## src/rtl/axilxbar_pkg.sv

```systemverilog
// rtl/axilxbar_pkg.sv - shared response codes and grant FSM states for the AXI-lite crossbar
package axilxbar_pkg;

  localparam logic [1:0] RESP_OKAY   = 2'b00;
  localparam logic [1:0] RESP_SLVERR = 2'b10;
  localparam logic [1:0] RESP_DECERR = 2'b11;

  typedef enum logic [1:0] {
    ST_IDLE   = 2'd0,
    ST_ACTIVE = 2'd1,
    ST_SWITCH = 2'd2
  } grant_state_e;

endpackage

```

## src/rtl/axilxbar_errslave.sv

```systemverilog
// rtl/axilxbar_errslave.sv - outstanding-request counter that doubles as the DECERR responder
module axilxbar_errslave
  import axilxbar_pkg::*;
#(
  parameter int LGMAXBURST = 3
) (
  input  logic       i_clk,
  input  logic       i_reset,
  input  logic       i_accept,
  input  logic       i_ack,
  output logic       o_full,
  output logic       o_pending,
  output logic [1:0] o_err_bresp
);

  localparam logic [LGMAXBURST-1:0] ONE = {{(LGMAXBURST-1){1'b0}}, 1'b1};

  logic [LGMAXBURST-1:0] r_count;

  // Simultaneous accept and ack cancel out; callers guarantee no wrap.
  always_ff @(posedge i_clk or posedge i_reset) begin
    if (i_reset) begin
      r_count <= '0;
    end else if (i_accept && !i_ack) begin
      r_count <= r_count + ONE;
    end else if (!i_accept && i_ack) begin
      r_count <= r_count - ONE;
    end
  end

  assign o_full      = &r_count;
  assign o_pending   = |r_count;
  assign o_err_bresp = RESP_DECERR;

endmodule

```

## src/rtl/axilxbar_mgrant.sv

```systemverilog
// rtl/axilxbar_mgrant.sv - per-master sticky slave grant with outstanding tracking and response mux
module axilxbar_mgrant
  import axilxbar_pkg::*;
#(
  parameter int NS         = 8,
  parameter int AW         = 32,
  parameter int DW         = 32 + 32/8 + 1 + 1,
  parameter int LGMAXBURST = 3
) (
  input  logic            i_clk,
  input  logic            i_reset,
  input  logic            i_valid,
  output logic            o_stall,
  input  logic [NS:0]     i_decode,
  input  logic [AW-1:0]   i_addr,
  input  logic [DW-1:0]   i_data,
  output logic            o_valid,
  input  logic            i_stall,
  output logic [NS:0]     o_grant,
  output logic [AW-1:0]   o_addr,
  output logic [DW-1:0]   o_data,
  input  logic [NS-1:0]   i_bvalid,
  input  logic [2*NS-1:0] i_bresp,
  output logic [NS-1:0]   o_bready,
  output logic            o_bvalid,
  output logic [1:0]      o_bresp,
  input  logic            i_bready
);

  grant_state_e r_state, w_state_next;
  logic [NS:0]  r_grant, w_grant_next;
  logic         w_full, w_pending, w_accept, w_ack;
  logic         w_active, w_match, w_none;
  logic [1:0]   w_err_bresp;

  assign o_grant  = r_grant;
  assign o_addr   = i_addr;
  assign o_data   = i_data;

  assign w_active = (r_state == ST_ACTIVE);
  assign w_match  = (i_decode == r_grant);
  assign w_none   = r_grant[NS];

  assign o_valid  = i_valid && w_active && w_match && !w_none && !w_full;
  // The none-slave grant never reaches a real slave, so it ignores i_stall.
  assign w_accept = w_none ? (i_valid && w_active && i_decode[NS] && !w_full)
                           : (o_valid && !i_stall);
  assign o_stall  = i_valid && !w_accept;
  assign w_ack    = o_bvalid && i_bready;

  axilxbar_errslave #(
    .LGMAXBURST (LGMAXBURST)
  ) u_errslave (
    .i_clk       (i_clk),
    .i_reset     (i_reset),
    .i_accept    (w_accept),
    .i_ack       (w_ack),
    .o_full      (w_full),
    .o_pending   (w_pending),
    .o_err_bresp (w_err_bresp)
  );

  // IDLE holds a zero grant, so every output below collapses to zero there.
  always_comb begin
    o_bvalid = 1'b0;
    o_bresp  = 2'b00;
    o_bready = '0;
    if (w_none) begin
      o_bvalid = w_pending;
      o_bresp  = w_err_bresp;
    end else begin
      for (int s = 0; s < NS; s++) begin
        if (r_grant[s]) begin
          o_bvalid    = i_bvalid[s] && w_pending;
          o_bresp     = i_bresp[2*s +: 2];
          o_bready[s] = i_bready && w_pending;
        end
      end
    end
  end

  always_ff @(posedge i_clk or posedge i_reset) begin
    if (i_reset) begin
      r_state <= ST_IDLE;
      r_grant <= '0;
    end else begin
      r_state <= w_state_next;
      r_grant <= w_grant_next;
    end
  end

  always_comb begin
    w_state_next = r_state;
    w_grant_next = r_grant;
    case (r_state)
      ST_IDLE: begin
        if (i_valid) begin
          w_grant_next = i_decode;
          w_state_next = ST_ACTIVE;
        end
      end
      ST_ACTIVE: begin
        // Retarget immediately only when nothing is in flight to the old slave.
        if (i_valid && !w_match) begin
          if (w_pending) w_state_next = ST_SWITCH;
          else           w_grant_next = i_decode;
        end
      end
      ST_SWITCH: begin
        if (!w_pending) begin
          if (i_valid) begin
            w_grant_next = i_decode;
            w_state_next = ST_ACTIVE;
          end else begin
            w_grant_next = '0;
            w_state_next = ST_IDLE;
          end
        end
      end
      default: begin
        w_grant_next = '0;
        w_state_next = ST_IDLE;
      end
    endcase
  end

endmodule

```

## config.mk

```make
export PLATFORM = sky130hd
export DESIGN_NAME = axilxbar_mgrant
export DESIGN_NICKNAME = d
export VERILOG_FILES = /design/src/rtl/axilxbar_pkg.sv /design/src/rtl/axilxbar_errslave.sv /design/src/rtl/axilxbar_mgrant.sv
export SDC_FILE = /design/constraint.sdc
export NUM_CORES = 1
export LEC_CHECK = 0
export BUFFER_PORTS_ARGS = -buffer_cell sky130_fd_sc_hd__buf_4
export CAP_MARGIN = 20
export CORE_MARGIN = 4
export CORE_UTILIZATION = 41
export CTS_BUF_LIST = sky130_fd_sc_hd__clkbuf_16
export DETAILED_ROUTE_END_ITERATION = 16
export GPL_TIMING_DRIVEN = 0
export PLACE_DENSITY_LB_ADDON = 0.25
export SYNTH_ARGS = -nofsm -noshare
export SYNTH_HDL_FRONTEND = slang
export SYNTH_SLANG_ARGS = --single-unit
export TNS_END_PERCENT = 1
```

## constraint.sdc

```tcl
create_clock -name i_clk -period 6.25 [get_ports i_clk]
set_clock_uncertainty 0.2 [all_clocks]
set_input_delay 0.3125 -clock i_clk [delete_from_list [all_inputs] [get_ports i_clk]]
set_output_delay 0.3125 -clock i_clk [all_outputs]
set_load 0.05 [all_outputs]
```

==> reports/results.ini <==
[synthesis]
synth_nets = 365
ys_seq_area_share_pct = 16.6
synth_top_area_share_pct = 24.9
ys_seq_elements = 14
synth_edf_count = 0
synth-main-ff-cell = dfrtp_1
syn_area_um2 = 2110
ys_warn_count = 0
avgSynthCellArea_um2 = 8.27
yosys.area.top_type = buf_4
synth.distinct_cells = 47
synth_commonest_cells = 70 x buf_4, 17 x a21oi_1, 15 x nand2_1, 14 x dfrtp_1, 14 x inv_1
synth_cells = 255
synth.area.top_cells = buf_4 25%, dfrtp_1 17%, a221oi_2 6.4%
yosysMostFrequentCell = buf_4
async_flop_share_pct = 100

[sta]
max_freq_mhz = 334
setup_ws_ns = 3.26
fin_crit_sh_pct = 47.9
min_period_ns = 2.99
setup_tns_ns = 0
rsz0062_at_grt = false
finalSetupViolCount = 0
tightestPinTransition_ns = 0.813
slew_headroom_pct = 45.4
hold_violations = 0
maxSlewViolCount = 0

[clocking]
clk_latency_ns = 0.25
cts-root-buf = clkbuf_16
post_cts_buffers = 0
cts_hold_buffers = 1
htreeDepth = 1
cts_buffer_depth = 2
cts_sinks = 14
cts_tree = built
cts_resized = 0
cts_buffers = 3
cts.clk_slew.worst_paths_ns = 0.05

[cells_and_area]
area_growth_pct = 54.1
fill_cells = 457
fin_util_pct = 67.0
nNetsFinal = 500
final_layout_size_suffix_gt1_share_pct = 60.2
antenna_cells = 0

[placement]
dp_slack_ns = 3.26
io_buffers = 129
gp_congestion = 0.903
hpwl_um = 6110

[worst_hold_path]
min_path_type = in -> reg

[critical_path]
crit_chain = buf_6 -> xnor2_2 -> nand4_4 -> or4_1 -> o22ai_1 -> ha_1 -> inv_1 -> fa_1 -> xor2_1 -> nor2_1 -> xor2_1
slowest_delay_ns = 0.53
arrival_ns = 2.96
worstPathRequired_ns = 6.21
worst_setup_path_start_kind = register
cp_top_family = simple AND/OR/NAND/NOR gates
cp_max_fo = 10
endpoint_kind = register
cpMostUsedCell = xor2_1
r2r_setup_slack_ns = 3.26
cp_num_buf_inv = 2
worstSetupPathType = reg -> reg
slowest_stage = or4_1

[global_routing]
antenna_found_initial = 0
grt_pass1_wl_um = 10300
grt.total_usage_pct = 20.4
grt-ovfl-total = 0
grt_max_degree = 15
grt_pass1_vias = 2207

[power_and_ir_drop]
pwr-share-comb_pct = 77.4
vdd_drop_max_v = 0.000258
p_int_uw = 634
powerDensity_nw_per_um2 = 439
power_frac_seq_pct = 13.8
swShare_pct = 55.5
p_switching_uw = 792
clock_power_share_pct = 8.8
power.static_leakage_nw = 1.61

[floorplan]
num_io_pins = 200
die_h_um = 79.7
fp.dieW_um = 79.7
rows = 25
coreArea_um2 = 4850
start_util_pct = 43.5
die-area_um2 = 6350

[drt]
wl_per_cell_um = 15.9
drt-vias-per-instance = 5.01
wirelength_um = 7270
num_vias = 2284
drt_first_pass_iters = 4
drtIter0Drc = 110
drtAntennaViolNets = 0
drc = 0

[run_status]
status = finished, final reports clean

[run]
maxCapViolations = 0

-- worst register-to-register path: stages (launching register included) --
cell,delay [ns]
dfrtp_1,0.39
buf_6,0.15
xnor2_2,0.21
nand4_4,0.17
or4_1,0.53
o22ai_1,0.19
ha_1,0.22
inv_1,0.06
fa_1,0.37
xor2_1,0.15
nor2_1,0.11
xor2_1,0.16
-- final cells by class --
type,count,area (um2),share of cell area (%)
Buffer,86,632,19.4
Clock buffer,3,75.1,2.31
Clock inverter,1,3.75,0.116
Inverter,14,52.6,1.62
Multi-Input combinational cell,141,1070,33.0
Sequential cell,14,350,10.8
Tap cell,67,83.8,2.58
Timing Repair Buffer,130,978,30.1
-- final timing paths --
path	start	endpoint	cells past startpoint
min in group asynchronous	i_reset	u_errslave.r_count[1]	3
worst max-delay path	o_grant[1]	u_errslave.r_count[2]	11
worst max register to register	o_grant[1]	u_errslave.r_count[2]	11
worst min register to register	u_errslave.r_count[2]	u_errslave.r_count[2]	1
max in group asynchronous	i_reset	r_state[0]	3
worst min-delay path	i_decode[6]	o_grant[6]	3
-- layer usage --
| layer | part of all wire [%] | vias up | GRT usage (%) |
|---|---|---|---|
| met5 | 0 | - | 0 |
| met4 | 1.6 | 0 | 4.98 |
| met3 | 11 | 12 | 6.66 |
| met2 | 52 | 143 | 35.9 |
| met1 | 35 | 1021 | 23.7 |
| li1 | - | 1108 | - |
-- state kept, by name, summed over array words and instances, names as in the netlist --
register	flops
u_errslave.r_count	3
r_state	2
o_grant	9
-- cells in the final DEF, fill, tap and decap left out, types with 3 or more instances in the layout --
| cell type | n |
|---|---|
| and2_1 | 4 |
| nor3b_1 | 3 |
| inv_1 | 14 |
| nor2b_1 | 3 |
| xnor2_2 | 4 |
| clkbuf_1 | 9 |
| buf_6 | 6 |
| o21ai_0 | 7 |
| a21oi_1 | 17 |
| nor4b_1 | 5 |
| a31oi_1 | 7 |
| o211ai_1 | 7 |
| clkbuf_16 | 3 |
| dfrtp_1 | 14 |
| nor2_1 | 7 |
| nor3_1 | 8 |
| xnor2_1 | 6 |
| nand3_1 | 3 |
| nand2_1 | 15 |
| a221oi_2 | 9 |
| o2bb2ai_1 | 4 |
| buf_4 | 199 |
-- per-stage QoR --
stage / total power, mW / instances / hold WS [ns] / cell area, um2
floorplan: 1.02 / 255 / 0.00172 / 2110
global placement: 1.28 / 451 / 0.218 / 3160
CTS: 1.43 / 456 / 0.248 / 3250
global route: 1.51 / 456 / 0.279 / 3250
detailed placement: 1.30 / 451 / 0.222 / 3160
finish: 1.43 / 456 / 0.250 / 3250
-- kinds of logic after synthesis --
family / after synthesis / share of synthesized area, %
buffers and inverters: 100 / 32.5
AOI/OAI and AO/OA: 66 / 24.5
and+or+nand+nor: 60 / 17.9
DFF: 14 / 16.6
xor gates and xnor gates: 12 / 6.41
adders and majority gates: 2 / 1.54
muxes: 1 / 0.534
-- power by group through the flow --
stage,registers (mW),logic (mW),clock network (mW)
6_report,0.196,1.10,0.126
2_1_floorplan,0.291,0.731,0
3_3_place_gp,0.194,1.09,0
3_5_place_dp,0.198,1.10,0
4_1_cts,0.196,1.10,0.127
5_1_grt,0.205,1.18,0.130
Note: power is estimated with default switching activity, not from simulation.
